### src/rtl/mlaccel_spi_pkg.sv
// Shared opcodes, state encoding and decode helpers for the SPI command sequencer.
package mlaccel_spi_pkg;

  localparam logic [7:0] OP_WRITE  = 8'h01;
  localparam logic [7:0] OP_READ   = 8'h02;
  localparam logic [7:0] OP_STATUS = 8'h03;
  localparam logic [7:0] OP_SRESET = 8'h04;

  localparam logic [2:0] ST_IDLE    = 3'd0;
  localparam logic [2:0] ST_ADDR_HI = 3'd1;
  localparam logic [2:0] ST_ADDR_LO = 3'd2;
  localparam logic [2:0] ST_WRITE   = 3'd3;
  localparam logic [2:0] ST_READ    = 3'd4;
  localparam logic [2:0] ST_STATUS  = 3'd5;
  localparam logic [2:0] ST_DISCARD = 3'd6;

  typedef enum logic [2:0] {
    S_IDLE    = ST_IDLE,
    S_ADDR_HI = ST_ADDR_HI,
    S_ADDR_LO = ST_ADDR_LO,
    S_WRITE   = ST_WRITE,
    S_READ    = ST_READ,
    S_STATUS  = ST_STATUS,
    S_DISCARD = ST_DISCARD
  } cmd_state_t;

  // WRITE and READ are the only opcodes followed by a two-byte address.
  function automatic logic op_has_addr(input logic [7:0] op);
    return (op == OP_WRITE) || (op == OP_READ);
  endfunction

endpackage

### src/rtl/mlaccel_spi_cmd_if.sv
// Byte stream and buffer-memory port bundle between the SPI front end, sequencer and memory.
interface mlaccel_spi_cmd_if #(
  parameter int ADDR_BITS = 16
);
  logic                 din_valid;
  logic                 din_start;
  logic [7:0]           din_data;
  logic                 dout_valid;
  logic                 dout_ready;
  logic [7:0]           dout_data;
  logic [ADDR_BITS-1:0] mem_addr;
  logic                 mem_wen;
  logic [7:0]           mem_wdata;
  logic                 mem_ren;
  logic [7:0]           mem_rdata;

  modport slave (
    input  din_valid, din_start, din_data, dout_ready, mem_rdata,
    output dout_valid, dout_data, mem_addr, mem_wen, mem_wdata, mem_ren
  );

  modport master (
    output din_valid, din_start, din_data, dout_ready, mem_rdata,
    input  dout_valid, dout_data, mem_addr, mem_wen, mem_wdata, mem_ren
  );
endinterface

### src/rtl/mlaccel_spi_rdstage.sv
// One-entry transmit holding register with valid/ready handshake; load wins over flush.
module mlaccel_spi_rdstage (
  input  logic       clock,
  input  logic       resetn,
  input  logic       i_load,
  input  logic [7:0] i_data,
  input  logic       i_flush,
  input  logic       i_ready,
  output logic       o_valid,
  output logic [7:0] o_data
);
  logic       r_valid;
  logic [7:0] r_data;

  // Data only changes on load, so it stays stable for the whole valid window.
  always_ff @(posedge clock or negedge resetn) begin
    if (!resetn) begin
      r_valid <= 1'b0;
      r_data  <= 8'h00;
    end else if (i_load) begin
      r_valid <= 1'b1;
      r_data  <= i_data;
    end else if (i_flush) begin
      r_valid <= 1'b0;
    end else if (r_valid && i_ready) begin
      r_valid <= 1'b0;
    end
  end

  assign o_valid = r_valid;
  assign o_data  = r_data;
endmodule

### src/rtl/mlaccel_spi_cmd.sv
// Frame parser and buffer-memory sequencer behind the mlaccel_spi byte interface.
module mlaccel_spi_cmd
  import mlaccel_spi_pkg::*;
#(
  parameter int ADDR_BITS = 16,
  parameter int STATUS_W  = 8
) (
  input  logic                clock,
  input  logic                resetn,
  input  logic                active,
  input  logic [STATUS_W-1:0] status,
  output logic                soft_reset,
  output logic                cmd_err,
  mlaccel_spi_cmd_if.slave    bus
);
  localparam logic [ADDR_BITS-1:0] ADDR_ONE = ADDR_BITS'(1);

  cmd_state_t           r_state, w_state_next;
  logic [7:0]           r_addr_hi, w_addr_hi_next;
  logic [ADDR_BITS-1:0] r_addr, w_addr_next;
  logic                 r_op_read, w_op_read_next;
  logic [ADDR_BITS-1:0] r_mem_addr, w_mem_addr_next;
  logic [7:0]           r_mem_wdata, w_mem_wdata_next;
  logic                 r_mem_wen, w_mem_wen_next;
  logic                 r_mem_ren, w_mem_ren_next;
  logic                 r_soft_reset, w_soft_reset_next;
  logic                 r_cmd_err, w_cmd_err_next;
  logic                 r_rd_pend, w_rd_pend_next;
  logic                 w_st_load, w_flush, w_rd_load, w_frame;
  logic                 w_dout_valid;
  logic [7:0]           w_dout_data;
  logic [15:0]          w_addr16;

  assign w_frame   = active && bus.din_valid && bus.din_start;
  assign w_addr16  = {r_addr_hi, bus.din_data};
  // mem_rdata is valid in the cycle after mem_ren; an abort in that cycle drops it.
  assign w_rd_load = r_rd_pend && active && !w_frame;

  always_comb begin
    w_state_next      = r_state;
    w_addr_hi_next    = r_addr_hi;
    w_addr_next       = r_addr;
    w_op_read_next    = r_op_read;
    w_mem_addr_next   = r_mem_addr;
    w_mem_wdata_next  = r_mem_wdata;
    w_mem_wen_next    = 1'b0;
    w_mem_ren_next    = 1'b0;
    w_soft_reset_next = 1'b0;
    w_cmd_err_next    = r_cmd_err;
    w_rd_pend_next    = r_mem_ren;
    w_st_load         = 1'b0;
    w_flush           = 1'b0;

    if (!active) begin
      w_state_next   = S_IDLE;
      w_rd_pend_next = 1'b0;
      w_flush        = 1'b1;
    end else if (w_frame) begin
      // A frame start is decoded as an opcode from any state, aborting the current command.
      w_cmd_err_next = 1'b0;
      w_rd_pend_next = 1'b0;
      w_flush        = 1'b1;
      if (op_has_addr(bus.din_data)) begin
        w_state_next   = S_ADDR_HI;
        w_op_read_next = (bus.din_data == OP_READ);
      end else if (bus.din_data == OP_STATUS) begin
        w_state_next = S_STATUS;
        w_st_load    = 1'b1;
      end else if (bus.din_data == OP_SRESET) begin
        w_state_next      = S_DISCARD;
        w_soft_reset_next = 1'b1;
      end else begin
        w_state_next   = S_DISCARD;
        w_cmd_err_next = 1'b1;
      end
    end else begin
      case (r_state)
        S_ADDR_HI: begin
          if (bus.din_valid) begin
            w_addr_hi_next = bus.din_data;
            w_state_next   = S_ADDR_LO;
          end
        end
        S_ADDR_LO: begin
          if (bus.din_valid) begin
            w_addr_next = w_addr16[ADDR_BITS-1:0];
            if (r_op_read) begin
              w_mem_ren_next  = 1'b1;
              w_mem_addr_next = w_addr16[ADDR_BITS-1:0];
              w_state_next    = S_READ;
            end else begin
              w_state_next = S_WRITE;
            end
          end
        end
        S_WRITE: begin
          if (bus.din_valid) begin
            w_mem_wen_next   = 1'b1;
            w_mem_addr_next  = r_addr;
            w_mem_wdata_next = bus.din_data;
            w_addr_next      = r_addr + ADDR_ONE;
          end
        end
        S_READ: begin
          // Dummy din bytes are ignored; only the transmit handshake advances the stream.
          if (w_dout_valid && bus.dout_ready) begin
            w_addr_next     = r_addr + ADDR_ONE;
            w_mem_addr_next = r_addr + ADDR_ONE;
            w_mem_ren_next  = 1'b1;
          end
        end
        S_STATUS: begin
          if (w_dout_valid && bus.dout_ready) begin
            w_state_next = S_DISCARD;
          end
        end
        default: begin
        end
      endcase
    end
  end

  always_ff @(posedge clock or negedge resetn) begin
    if (!resetn) begin
      r_state      <= S_IDLE;
      r_addr_hi    <= 8'h00;
      r_addr       <= '0;
      r_op_read    <= 1'b0;
      r_mem_addr   <= '0;
      r_mem_wdata  <= 8'h00;
      r_mem_wen    <= 1'b0;
      r_mem_ren    <= 1'b0;
      r_soft_reset <= 1'b0;
      r_cmd_err    <= 1'b0;
      r_rd_pend    <= 1'b0;
    end else begin
      r_state      <= w_state_next;
      r_addr_hi    <= w_addr_hi_next;
      r_addr       <= w_addr_next;
      r_op_read    <= w_op_read_next;
      r_mem_addr   <= w_mem_addr_next;
      r_mem_wdata  <= w_mem_wdata_next;
      r_mem_wen    <= w_mem_wen_next;
      r_mem_ren    <= w_mem_ren_next;
      r_soft_reset <= w_soft_reset_next;
      r_cmd_err    <= w_cmd_err_next;
      r_rd_pend    <= w_rd_pend_next;
    end
  end

  mlaccel_spi_rdstage u_rdstage (
    .clock   (clock),
    .resetn  (resetn),
    .i_load  (w_st_load || w_rd_load),
    .i_data  (w_st_load ? status[7:0] : bus.mem_rdata),
    .i_flush (w_flush),
    .i_ready (bus.dout_ready),
    .o_valid (w_dout_valid),
    .o_data  (w_dout_data)
  );

  assign bus.dout_valid = w_dout_valid;
  assign bus.dout_data  = w_dout_data;
  assign bus.mem_addr   = r_mem_addr;
  assign bus.mem_wen    = r_mem_wen;
  assign bus.mem_wdata  = r_mem_wdata;
  assign bus.mem_ren    = r_mem_ren;
  assign soft_reset     = r_soft_reset;
  assign cmd_err        = r_cmd_err;
endmodule

### src/flat_wrapper.sv
// flat-port wrapper written by rule: the top's interface ports become plain ports
module mlaccel_spi_cmd_flat import mlaccel_spi_pkg::*;
#(
  parameter int ADDR_BITS = 16,
  parameter int STATUS_W  = 8
)
  (clock, resetn, active, status, soft_reset, cmd_err, bus_din_valid, bus_din_start, bus_din_data, bus_dout_ready, bus_mem_rdata, bus_dout_valid, bus_dout_data, bus_mem_addr, bus_mem_wen, bus_mem_wdata, bus_mem_ren);
  mlaccel_spi_cmd_if #(.ADDR_BITS(ADDR_BITS)) bus_i ();
  input  logic clock;
  input  logic resetn;
  input  logic active;
  input  logic [STATUS_W-1:0] status;
  output logic soft_reset;
  output logic cmd_err;
  input wire logic [$bits(bus_i.din_valid)-1:0] bus_din_valid;
  input wire logic [$bits(bus_i.din_start)-1:0] bus_din_start;
  input wire logic [$bits(bus_i.din_data)-1:0] bus_din_data;
  input wire logic [$bits(bus_i.dout_ready)-1:0] bus_dout_ready;
  input wire logic [$bits(bus_i.mem_rdata)-1:0] bus_mem_rdata;
  output wire logic [$bits(bus_i.dout_valid)-1:0] bus_dout_valid;
  output wire logic [$bits(bus_i.dout_data)-1:0] bus_dout_data;
  output wire logic [$bits(bus_i.mem_addr)-1:0] bus_mem_addr;
  output wire logic [$bits(bus_i.mem_wen)-1:0] bus_mem_wen;
  output wire logic [$bits(bus_i.mem_wdata)-1:0] bus_mem_wdata;
  output wire logic [$bits(bus_i.mem_ren)-1:0] bus_mem_ren;
  assign bus_i.din_valid = bus_din_valid;
  assign bus_i.din_start = bus_din_start;
  assign bus_i.din_data = bus_din_data;
  assign bus_i.dout_ready = bus_dout_ready;
  assign bus_i.mem_rdata = bus_mem_rdata;
  assign bus_dout_valid = bus_i.dout_valid;
  assign bus_dout_data = bus_i.dout_data;
  assign bus_mem_addr = bus_i.mem_addr;
  assign bus_mem_wen = bus_i.mem_wen;
  assign bus_mem_wdata = bus_i.mem_wdata;
  assign bus_mem_ren = bus_i.mem_ren;
  mlaccel_spi_cmd #(.ADDR_BITS(ADDR_BITS), .STATUS_W(STATUS_W)) u_core (.clock(clock), .resetn(resetn), .active(active), .status(status), .soft_reset(soft_reset), .cmd_err(cmd_err), .bus(bus_i));
endmodule
### config.mk
export PLATFORM = sky130hd
export DESIGN_NAME = mlaccel_spi_cmd_flat
export DESIGN_NICKNAME = d
export VERILOG_FILES = /design/src/rtl/mlaccel_spi_pkg.sv /design/src/rtl/mlaccel_spi_cmd_if.sv /design/src/rtl/mlaccel_spi_rdstage.sv /design/src/rtl/mlaccel_spi_cmd.sv /design/src/flat_wrapper.sv
export SDC_FILE = /design/constraint.sdc
export NUM_CORES = 1
export LEC_CHECK = 0
export ABC_AREA = 1
export BUFFER_PORTS_ARGS = -buffer_cell sky130_fd_sc_hd__buf_2
export CORE_MARGIN = 5
export CORE_UTILIZATION = 25
export DETAILED_ROUTE_END_ITERATION = 6
export HOLD_SLACK_MARGIN = 0.02
export MAX_ROUTING_LAYER = met4
export PLACE_DENSITY = 0.38
export SLEW_MARGIN = 40
export SYNTH_ARGS = -nofsm -noshare
export SYNTH_HDL_FRONTEND = slang
export SYNTH_SLANG_ARGS = --single-unit
### constraint.sdc
create_clock -name clock -period 4.1 [get_ports clock]
set_input_delay 0.41 -clock clock [delete_from_list [all_inputs] [get_ports clock]]
set_output_delay 0.41 -clock clock [all_outputs]
set_load 0.02 [all_outputs]
-- Word-level counts from Yosys, hierarchy flattened
Cells that the tools add are included.
- logic and storage cells: 96
- register bits: 66
- input bits: 30
- output and inout port bits: 37
- eq/ne operators: 17
- multiplexer cells: 47
- $add $sub $neg: 1
- reduce and logical (&&, ||, !) cells: 17
- bitwise operators: 1
- operator list (kind ; count):
    $mux W16 ; 6
    $pmux W16 S3 ; 2
    $mux W1 ; 28
    $mux W3 ; 7
    $add A16 B1 Y16 const B ; 1
    $eq A8 B2 Y1 const B ; 2
    $reduce_and A4 Y1 ; 3
    $pmux W3 S3 ; 1
    $eq A8 B1 Y1 const B ; 1
    $eq A8 B3 Y1 const B ; 1
    $mux W8 ; 1
    $ne A4 B3 Y1 const B ; 2
    $reduce_and A7 Y1 ; 1
    $eq A3 B2 Y1 const B ; 2
    $eq A3 B3 Y1 const B ; 2
    $reduce_and A6 Y1 ; 1
    $reduce_bool A3 Y1 ; 2
    $logic_and A1 B1 Y1 ; 5
    $ne A5 B1 Y1 const B ; 1
    $ne A2 B1 Y1 const B ; 2
    $ne A2 B2 Y1 const B ; 2
    $ne A4 B2 Y1 const B ; 1
    $eq A3 B1 Y1 const B ; 1
    $reduce_and A3 Y1 ; 1
    6 further kinds ; 7

-- Longest topological paths before layout
Gate-level depths: netlist of run 1.
- depth in word-level cells: 7
- mapped depth: 9
- gate-level depth less buffers: 9

-- Cells and area by module
A second synthesis of run 1 with hierarchy kept.
- cells, all modules: 509
- area, all modules: 3818.7 um^2
- by module, submodules not included (module ; seq. area each (um^2) ; cells each ; area each (um^2) ; instances):
    mlaccel_spi_cmd ; 1426.4 ; 470 ; 3472.1 ; 1
    mlaccel_spi_rdstage ; 225.2 ; 39 ; 346.6 ; 1

-- Least setup slack after synthesis of run 1
OpenSTA, ideal clock, no wires.
- kind: input-to-reg
- start point: input bus_din_data[7]
- end point: register u_core.u_rdstage.r_data[0], in the netlist u_core.u_rdstage.o_data[0]
- library setup time: 0.120 ns
- stages: 7
- path slack: 2.647 ns
- required time: 3.980 ns
- data arrival time: 1.333 ns
- path buffers: 1
- cells stage by stage: inv_1 > nand2_1 > nor3_2 > nand3_2 > buf_2 > o21ai_0 > inv_1
- cells in the longest elaborated chain, start to end: 6
- elaborated cells between the ends (all ways): 10
- those cells by class: eq/ne: 3; mux: 5; reduce/logical: 2
- ends and longest elaborated chain (element ; line ; RTL):
    from (decl) ; flat_wrapper.sv:17 ; input wire logic [$bits(bus_i.din_data)-1:0] bus_din_data;
    $eq A8 B2 Y1, or another cell as far along ; mlaccel_spi_cmd.sv:66 ; end else if (bus.din_data == OP_STATUS) begin
    $mux W1 / $logic_or A1 B1 Y1 (equally long branches) ; mlaccel_spi_cmd.sv:66, mlaccel_spi_pkg.sv:29 ;
    $mux W1 * ; mlaccel_spi_cmd.sv:63 ; if (op_has_addr(bus.din_data)) begin
    $mux W1 * ; mlaccel_spi_cmd.sv:58 ; end else if (w_frame) begin
    $mux W1 * ; mlaccel_spi_cmd.sv:54 ; if (!active) begin
    $mux W8 / $logic_or A1 B1 Y1 (equally long branches) ; mlaccel_spi_cmd.sv:155, mlaccel_spi_cmd.sv:154 ;
    to (signal assigned) ; mlaccel_spi_rdstage.sv:22 ; r_data <= i_data;
    to (decl) ; mlaccel_spi_rdstage.sv:13 ; logic [7:0] r_data;
Every way passes the cells marked *; elsewhere a longest branch is shown, timed or not.
A chain may end at the register's enable or synchronous reset.

-- Final worst setup path of run 1
- start point: register u_core.r_state[2]
- end point: register u_core.r_addr[4]
- cells in the longest elaborated chain, start to end: 3
- elaborated cells between the ends (all ways): 9
- those cells by class: eq/ne: 6; mux: 1; reduce/logical: 2
- ends and longest elaborated chain (element ; line ; RTL):
    from (decl) ; mlaccel_spi_cmd.sv:18 ; cmd_state_t r_state, w_state_next;
    from (signal assigned) ; mlaccel_spi_cmd.sv:137 ; r_state <= w_state_next;
    $eq A3 B3 Y1 / $eq A3 B2 Y1 (equally long branches) ; mlaccel_spi_cmd.sv:77 ; case (r_state)
    $ne A2 B1 Y1 (no line), or another cell as far along ; n/a ;
    $reduce_and A6 Y1 (no line) ; n/a ;
    to (signal assigned) ; mlaccel_spi_cmd.sv:139 ; r_addr <= w_addr_next;
    to (decl) ; mlaccel_spi_cmd.sv:20 ; logic [ADDR_BITS-1:0] r_addr, w_addr_next;
Parallel ways exist; a longest one is shown, timed or not.

==> flow_metrics.env, run 1 <==
export IMPL_status="finished, final reports clean"
export IMPL_r2r_cells=8
export IMPL_post_route_period_util=0.535
export IMPL_setup_violations=0
export IMPL_ctsHoldBuffers=0
export IMPL_pwr_share_clk=0.283
export IMPL_fin_setup_tns_ns=0
export IMPL_regArea_um2=1650
export IMPL_syn_nets=543
export IMPL_yosysUniqueCellTypes=30
export IMPL_seq_area_frac_synth=0.451
export IMPL_leakage_nw=2.38
export IMPL_drt_iter0_markers=154
export IMPL_worstPathCellList="inv_2, nand3_2, nand2_2, inv_2, nand2_1, o21ai_0, nand2_1, o21ai_1"
export IMPL_cts_root_buf="clkbuf_16"
export IMPL_detail_route_wl_per_cell_um=14.3
export IMPL_relSlewSlack=0.573
export IMPL_p_int_mw=1.76
export IMPL_worstSetupPathType="reg -> reg"
export IMPL_cts_buffers_inserted=9
export IMPL_critical_path_max_stage_delay_ns=0.61
export IMPL_dr_pass1_iters=4
export IMPL_grt_pass1_vias=3295
export IMPL_grt_pass1_wl_mm=17.6
export IMPL_core_area_um2=14400
export IMPL_antenna_found_initial=0
export IMPL_dp_hpwl_mm=7.78
export IMPL_drive_gt1_frac=0.176
export IMPL_rr_endpoint="u_core.r_addr[4]"
export IMPL_required_ns=4.31
export IMPL_overflow=0
export IMPL_post_cts_buffers=0
export IMPL_clk_pin_slew_worst_paths_ns=0.06
export IMPL_period_minus_slack_ns=2.19
export IMPL_power_frac_seq=0.361
export IMPL_swShare=0.403
export IMPL_final_cell_mix="nand2_1, buf_2, dfrtp_1"
export IMPL_io_buffers=66
export IMPL_end_kind="flop"
export IMPL_die_w_um=131
export IMPL_syn_area_um2=3660
export IMPL_area_delta_synth_final_pct=21.9
export IMPL_fin_skew_ns=0.00683
export IMPL_cp_arrival_ns=2.41
export IMPL_multi_input_area_um2=1660
export IMPL_gp_congestion=0.815
export IMPL_fillerInstances=1577
export IMPL_synth_largest_area_cell="dfrtp_1"
export IMPL_dieArea_um2=17200
export IMPL_ir_drop_mv=0.212
export IMPL_final_common_cell="nand2_1"
export IMPL_rows=44
export IMPL_hold_path_class="in -> async"
export IMPL_cts_tree="done"
export IMPL_avgSynthCellArea_um2=7.15
export IMPL_htreeDepth=3
export IMPL_power_density_nw_per_um2=662
export IMPL_wl_mm=10.9
export IMPL_diodes=0
export IMPL_rsz0062_at_grt="no"
export IMPL_grt_max_degree=43
export IMPL_start_util=0.254
export IMPL_drtAntennaViolNets=0
export IMPL_drc=0
export IMPL_synth_top_area_share=0.451
export IMPL_nets=604
export IMPL_fmax_mhz=456
export IMPL_cts_resized=0
export IMPL_ys_ff_latch=66
export IMPL_grt_use_total=0.138
export IMPL_fp_dieH_um=131
export IMPL_cts_sinks=66
export IMPL_r2r_start="u_core.r_state[2]"
export IMPL_p_switching_mw=1.19
export IMPL_critical_path_top_delay_family="simple AND/OR/NAND/NOR gates"
export IMPL_io_pins=67
export IMPL_viasPerCell=4.41
export IMPL_slowest_stage="nand2_2"
export IMPL_tightest_slew_ns=0.641
export IMPL_clockBufferDepth=2
export IMPL_netlist_instances=512
export IMPL_hold_violations=0
export IMPL_crit_path_start_kind="flop"
export IMPL_vias=3359
export IMPL_synthTopCellsByArea="dfrtp_1, nand2_1, inv_1"
export IMPL_max_cap_violations=0
export IMPL_ys_warn_count=0
export IMPL_finalMaxSlewViolations=0
export IMPL_insertion_delay_ns=0.34
export IMPL_reg2reg_slack_ns=1.91
export IMPL_critPathMaxFanout=33
export IMPL_p_comb_frac=0.356
export IMPL_critPathBufInv=2
export IMPL_holdWs_ns=0.0919
-- kinds of logic after synthesis --
logic type | Yosys count | synth area share
AOI/OAI and AO/OA | 86 | 0.130
xor gates and xnor gates | 4 | 0.00958
adders and majority gates | 1 | 0.00342
buffers and inverters | 85 | 0.0937
DFF | 66 | 0.451
and+or+nand+nor | 270 | 0.312
-- area by class of cell --
cell class | count | area share
clock inverter | 7 | 0.0210
sequential | 66 | 0.370
multi-input combinational | 361 | 0.373
inverter | 68 | 0.0573
tap | 184 | 0.0516
clock buffer | 9 | 0.0505
timing repair buffer | 67 | 0.0758
-- per-stage QoR --
stage,util,instance area [um2],power [mW],worst slack (ns),cells
finish,0.309,4460,2.95,1.91,762
detailed placement,0.287,4140,2.14,1.76,746
CTS,0.309,4460,3.00,1.91,762
global placement,0.287,4140,2.13,1.78,746
global route,0.309,4460,3.20,1.75,762
floorplan,-,3660,1.80,2.65,512
-- how the worst max path moves through the flow --
stage | start | endpoint | slack (ns) | depth (start not counted)
after floorplan | bus_din_data[7] | u_core.u_rdstage.o_data[0] | 2.65 | 7
after global placement | bus_din_valid | u_core.r_addr[10] | 1.78 | 8
after detailed placement | bus_din_valid | u_core.r_addr[10] | 1.76 | 8
after CTS | u_core.r_state[2] | u_core.r_addr[4] | 1.91 | 8
after global routing | u_core.r_state[2] | u_core.r_addr[4] | 1.75 | 8
final | u_core.r_state[2] | u_core.r_addr[4] | 1.91 | 8
-- worst reg2reg max path, stage by stage, from the launching register on --
cell	delay [ns]
dfrtp_1	0.45
inv_2	0.12
nand3_2	0.29
nand2_2	0.61
inv_2	0.23
nand2_1	0.14
o21ai_0	0.09
nand2_1	0.07
o21ai_1	0.08
-- synthesized netlist by cell type (all sizes together) --
cell type and number:
nand3b 1, buf 16, dfrtp 66, xnor2 1
o21ai 51, a21oi 14, nand3 37, nand2 167
and2 1, nor2 58, nor4 1, ha 1
inv 68, nor3 2, a21boi 6, o211ai 6
clkbuf 1, nand4 3, o22ai 9, xor2 3
-- power by group through the flow --
stage	logic [mW]	clock network [mW]	registers (mW)
after floorplan	0.653	0	1.15
after global placement	1.06	0	1.07
after detailed placement	1.06	0	1.08
after CTS	1.07	0.870	1.07
after global routing	1.20	0.897	1.10
final	1.05	0.836	1.07
-- routing by layer --
| layer | part of all wire | routed length, um | GRT usage | vias to the layer above |
|---|---|---|---|---|
| met3 | 0.049 | 535 | 0.0244 | 11 |
| met5 | 0 | 0 | - | - |
| li1 | - | - | - | 1746 |
| met2 | 0.45 | 4880 | 0.195 | 60 |
| met4 | 0.013 | 144 | 0.0599 | 0 |
| met1 | 0.49 | 5330 | 0.194 | 1542 |
-- registers in the layout, summed over array words and instances, names as in the netlist --
name,count
u_core.bus.mem_wen,1
u_core.bus.mem_wdata,8
u_core.soft_reset,1
u_core.cmd_err,1
u_core.r_addr_hi,8
u_core.r_op_read,1
u_core.u_rdstage.o_valid,1
u_core.r_state,3
u_core.bus.mem_ren,1
u_core.u_rdstage.o_data,8
u_core.r_rd_pend,1
u_core.r_addr,16
u_core.bus.mem_addr,16
No activity file was read; power rests on OpenSTA's default activity.
==> run 2, diff against run 1 <==
- clock period: 4.1 -> 2.2 ns (I/O delays scaled with it)
==> run 2 against run 1 <==
Against the previous run:
- die area stayed put
- total power is 89% higher
- via count is 2.7% higher
- clock power is 90% higher
- register-to-register slack worse by 1.4 ns
- clock skew is 0.00065 ns lower
- first-iteration DRC count is 41% higher
- global-route usage is 0.72 points higher
- clock-buffer cell count is 1 higher
==> flow_metrics.env, run 2 (same netlist as run 1, synthesis figures left out) <==
export IMPL_status="finished, final reports clean"
export IMPL_vias=3451
export IMPL_p_int_mw=3.36
export IMPL_nets=611
export IMPL_slowest_stage="dfrtp_1"
export IMPL_fmax_mhz=581
export IMPL_core_area_um2=14400
export IMPL_crit_path_start_kind="flop"
export IMPL_dr_pass1_iters=5
export IMPL_finalMaxSlewViolations=0
export IMPL_max_cap_violations=0
export IMPL_cts_buffers_inserted=9
export IMPL_leakage_nw=2.43
export IMPL_rsz0062_at_grt="no"
export IMPL_worstPathCellList="inv_2, nand2_2, nor2_2, nand2_2, nand3_4, inv_1, nand2_1, nand2_1"
export IMPL_viasPerCell=4.49
export IMPL_critPathMaxFanout=27
export IMPL_required_ns=2.43
export IMPL_drt_iter0_markers=217
export IMPL_insertion_delay_ns=0.34
export IMPL_fp_dieH_um=131
export IMPL_io_buffers=66
export IMPL_io_pins=67
export IMPL_hold_violations=0
export IMPL_preCtsSetupSlack_ns=0.444
export IMPL_cts_root_buf="clkbuf_16"
export IMPL_post_route_period_util=0.782
export IMPL_grt_max_degree=33
export IMPL_diodes=0
export IMPL_r2r_cells=8
export IMPL_die_w_um=131
export IMPL_fillerInstances=1607
export IMPL_cp_arrival_ns=1.95
export IMPL_tightest_slew_ns=0.566
export IMPL_swShare=0.398
export IMPL_gp_congestion=0.812
export IMPL_hold_path_class="in -> reg"
export IMPL_post_cts_buffers=0
export IMPL_grt_use_total=0.146
export IMPL_relSlewSlack=0.623
export IMPL_clk_pin_slew_worst_paths_ns=0.05
export IMPL_clockBufferDepth=2
export IMPL_dp_hpwl_mm=8.26
export IMPL_start_util=0.254
export IMPL_drtAntennaViolNets=0
export IMPL_area_delta_synth_final_pct=24.3
export IMPL_detail_route_wl_per_cell_um=14.7
export IMPL_period_minus_slack_ns=1.72
export IMPL_setup_violations=0
export IMPL_final_cell_mix="nand2_1, buf_2, dfrtp_1"
export IMPL_rows=44
export IMPL_worstSetupPathType="reg -> reg"
export IMPL_final_common_cell="nand2_1"
export IMPL_power_frac_seq=0.356
export IMPL_dieArea_um2=17200
export IMPL_hold_depth=3
export IMPL_grt_pass1_wl_mm=18.4
export IMPL_p_comb_frac=0.359
export IMPL_fin_setup_tns_ns=0
export IMPL_drive_gt1_frac=0.185
export IMPL_cts_sinks=66
export IMPL_pwr_share_clk=0.285
export IMPL_p_switching_mw=2.22
export IMPL_overflow=0
export IMPL_startpoint="u_core.r_state[2]"
export IMPL_wl_mm=11.3
export IMPL_power_density_nw_per_um2=1230
export IMPL_antenna_found_initial=0
export IMPL_cts_tree="done"
export IMPL_fin_ws_ns=0.480
export IMPL_min_from="status[1]"
export IMPL_p_total_mw=5.58
export IMPL_htreeDepth=3
export IMPL_end_kind="flop"
export IMPL_grt_pass1_vias=3554
export IMPL_critical_path_max_stage_delay_ns=0.46
export IMPL_drc=0
export IMPL_fin_skew_ns=0.00618
export IMPL_ir_drop_mv=0.391
export IMPL_r2r_start="u_core.r_state[2]"
[run 2: cell types whose count changed in the layout (fill, tap and decap cells not counted)]
cell           before  now
buf_12              0    2
clkinv_4            1    2
dlygate4sd3_1       0    1
buf_4               1    5
clkbuf_8            0    1
clkinvlp_4          2    1
clkinv_2            2    1
[run 2: critical path, delay by kind of cell, from the launching register on]
kind / cells / cell delay (ns)
buffers and inverters: 2 / 0.32
DFF: 1 / 0.46
and+or+nand+nor: 6 / 0.82
[run 2: cell type report]
class,instances,area (um2),share of cell area
Clock buffer,10,239,0.0525
Clock inverter,6,90.1,0.0198
Multi-Input combinational cell,361,1660,0.366
Timing Repair Buffer,74,418,0.0919
Sequential cell,66,1650,0.363
Tap cell,184,230,0.0506
Inverter,68,255,0.0561
[run 2: what timing repair did]
action | 4_1_cts | 5_1_grt
gates resized for setup | 0 | 0
endpoints found under the hold margin | 20 | 0
hold buffers | 1 | 0
[run 2: power by group through the flow]
stage | Clock (mW) | Sequential [mW] | Combinational [mW]
finish | 1.59 | 1.99 | 2.00
global route | 1.70 | 2.06 | 2.32
CTS | 1.66 | 1.99 | 2.03
detailed placement | 0 | 2.00 | 2.02
global placement | 0 | 2.00 | 2.02
floorplan | 0 | 2.15 | 1.22
[run 2: metrics by stage]
stage / hold slack [ns] / util / cells / instance area, um2
after floorplan: -0.0756 / - / 512 / 3660
after global placement: 0.252 / 0.292 / 752 / 4210
after detailed placement: 0.262 / 0.292 / 752 / 4210
after CTS: 0.0940 / 0.315 / 769 / 4550
after global routing: 0.107 / 0.315 / 769 / 4550
final: 0.107 / 0.315 / 769 / 4550
[run 2: path summary, 6_finish.rpt]
kind	end	slack (ns)
min in group asynchronous	u_core.bus.mem_addr[14]	0.40
max	u_core.bus.mem_addr[8]	0.48
max reg2reg	u_core.bus.mem_addr[8]	0.48
min	u_core.u_rdstage.o_data[1]	0.11
min reg2reg	u_core.bus.mem_addr[5]	0.47
max in group asynchronous	u_core.u_rdstage.o_data[4]	1.13
[run 2: metal layers]
metal | global-route usage | vias to the layer above | share of wire
li1 | - | 1760 | -
met1 | 0.194 | 1585 | 0.50
met2 | 0.212 | 86 | 0.44
met3 | 0.0272 | 20 | 0.035
met4 | 0.0708 | 0 | 0.030
met5 | - | - | 0
==> run 3, diff against run 2 <==
- ABC_AREA: 1 -> 0
- clock period: 2.2 -> 1.7 ns (I/O delays scaled with it)
==> run 3 against run 2 <==
Against the previous run:
- sequential power up 16%
- the run now ends with setup timing left
- die area up 0.19%
- largest power group is now registers
- non-clock buffer count up 78
- largest cell class unchanged
- final cell count down 4.7%
- synthesized cell count down 19%
- worst setup slack worse by 0.56 ns
==> flow_metrics.env, run 3 <==
export IMPL_status="finished, violations left"
export IMPL_violations="setup timing"
export IMPL_syn_nets=444
export IMPL_diodes=0
export IMPL_rows=44
export IMPL_io_buffers=66
export IMPL_reg2reg_slack_ns=-0.08
export IMPL_synthTopCellsByArea="dfrtp_1, nand2_1, a21oi_1"
export IMPL_synth_largest_area_cell="dfrtp_1"
export IMPL_fin_ws_ns=-0.0826
export IMPL_area_delta_synth_final_pct=48.6
export IMPL_fillerInstances=1513
export IMPL_required_ns=1.93
export IMPL_overflow=0
export IMPL_design_area_um2=5450
export IMPL_fin_skew_ns=0.00751
export IMPL_placed_area_um2=4670
export IMPL_core_area_um2=14500
export IMPL_yosysUniqueCellTypes=55
export IMPL_grt_max_degree=38
export IMPL_worstSetupPathType="reg -> reg"
export IMPL_drt_iter0_markers=156
export IMPL_ir_drop_mv=0.476
export IMPL_netlist_instances=413
export IMPL_start_util=0.253
export IMPL_tightest_slew_ns=0.470
export IMPL_antenna_found_initial=0
export IMPL_multi_input_area_um2=2110
export IMPL_wl_mm=12.3
export IMPL_drive_gt1_frac=0.430
export IMPL_ys_flop_type="dfrtp_1"
export IMPL_clockBufferDepth=2
export IMPL_insertion_delay_ns=0.35
export IMPL_clk_pin_slew_worst_paths_ns=0.06
export IMPL_detail_route_wl_per_cell_um=16.7
export IMPL_nets=575
export IMPL_cts_tree="done"
export IMPL_relSlewSlack=0.686
export IMPL_gp_congestion=0.843
export IMPL_cts_buffers_inserted=9
export IMPL_grt_use_total=0.154
export IMPL_drtAntennaViolNets=0
export IMPL_yosysMostFrequentCell="dfrtp_1"
export IMPL_leakage_nw=2.58
export IMPL_finalMaxSlewViolations=0
export IMPL_regArea_um2=1650
export IMPL_period_minus_slack_ns=1.78
export IMPL_setup_violations=21
export IMPL_dr_pass1_iters=4
export IMPL_grt_pass1_wl_mm=19.4
export IMPL_hold_violations=0
export IMPL_syn_area_um2=3670
export IMPL_grt_pass1_vias=3557
export IMPL_end_kind="flop"
export IMPL_critPathMaxFanout=7
export IMPL_async_flop_share=1.00
export IMPL_synth_edf_count=0
export IMPL_crit_path_start_kind="flop"
export IMPL_drc=0
export IMPL_final_cell_mix="buf_2, buf_4, dfrtp_1"
export IMPL_viasPerCell=4.95
export IMPL_die_w_um=131
export IMPL_post_route_period_util=1.05
export IMPL_dp_hpwl_mm=8.87
export IMPL_dieArea_um2=17200
export IMPL_synth_top_area_share=0.451
export IMPL_power_density_nw_per_um2=1220
export IMPL_avgSynthCellArea_um2=8.88
export IMPL_rsz0062_at_grt="yes"
export IMPL_instances_no_fill=733
export IMPL_synthTopCellsByCount="dfrtp_1, nand2_1, nor2_1"
export IMPL_place_inst=702
export IMPL_seq_area_frac_synth=0.451
export IMPL_max_cap_violations=0
export IMPL_cts_root_buf="clkbuf_16"
export IMPL_fmax_mhz=561
export IMPL_fp_dieH_um=131
export IMPL_hold_path_class="in -> reg"
export IMPL_vias=3625
export IMPL_io_pins=67
export IMPL_cp_arrival_ns=2.01
export IMPL_ys_warn_count=0
export IMPL_htreeDepth=3
export IMPL_cts_sinks=66
export IMPL_ys_ff_latch=66
## run 3: cell types whose count changed after synthesis, moves of 10 or more
cell	change
o21ai_0	-19
nand2_1	-99
clkbuf_1	+10
nand3_1	-23
a21oi_1	+26
mux2_2	+16
nor2_1	-11
inv_1	-60
## run 3: per-layer routing
metal	up-vias	share of wire	GRT usage	routed length [um]
li1	1753	-	-	-
met5	-	0	-	0
met4	0	0.016	0.0423	197
met2	97	0.45	0.222	5470
met1	1758	0.49	0.212	5980
met3	17	0.050	0.0421	612
## run 3: final cells by class
class	count	area share
inverters	4	0.00276
well taps	184	0.0423
repair buffers	152	0.204
multi-input cells	311	0.388
flip-flops and latches	66	0.303
clock buffers	10	0.0439
clock inverters	6	0.0163
## run 3: power by group
group	internal (mW)	switching [mW]	leakage (nW)
Clock	1.33	0.737	0.155
Sequential	1.97	0.346	0.843
Combinational	1.02	1.23	1.58
Total	4.31	2.31	2.58
## run 3: cells by family after synthesis
| logic type | Yosys count | synth area share |
|---|---|---|
| compound gates | 119 | 0.198 |
| xor+xnor | 8 | 0.0191 |
| fa+ha+maj | 1 | 0.00341 |
| buf+inv | 36 | 0.0481 |
| flops | 66 | 0.451 |
| mux | 27 | 0.0819 |
| simple gates | 156 | 0.199 |
## run 3: final timing paths
path | to | cells past startpoint | start
min reg2reg | u_core.r_rd_pend | 1 | u_core.bus.mem_ren
max | u_core.bus.mem_addr[5] | 4 | u_core.r_state[1]
max in group asynchronous | u_core.r_state[1] | 3 | resetn
min | u_core.u_rdstage.o_data[6] | 3 | status[6]
max reg2reg | u_core.bus.mem_addr[5] | 4 | u_core.r_state[1]
min in group asynchronous | u_core.r_addr[12] | 2 | resetn
## run 3: worst max-delay path: stages (launching register included)
cell and delay [ns]:
dfrtp_2 0.43, or3b_4 0.47, o22ai_4 0.20, and2_4 0.25
mux2_4 0.31
## run 3: timing repair
item	in CTS	in global routing
pin swaps	15	6
endpoints found under the setup margin	38	40
gates resized for setup	46	36
hold buffers	1	0
buffers inserted	10	4
cloned	1	0
endpoints found under the hold margin	29	0
## run 3: per-stage QoR
stage | hold WS (ns) | TNS (ns) | util | power, mW | setup slack (ns)
6_report | 0.0345 | -0.810 | 0.376 | 6.62 | -0.0826
5_1_grt | 0.0340 | -2.91 | 0.376 | 7.03 | -0.141
4_1_cts | 0.0233 | -0.690 | 0.364 | 6.57 | -0.0717
3_5_place_dp | 0.0712 | -3.20 | 0.322 | 4.31 | -0.191
3_3_place_gp | 0.0773 | -1.81 | 0.322 | 4.29 | -0.138
2_1_floorplan | -0.126 | -0.0575 | - | 3.42 | -0.0284
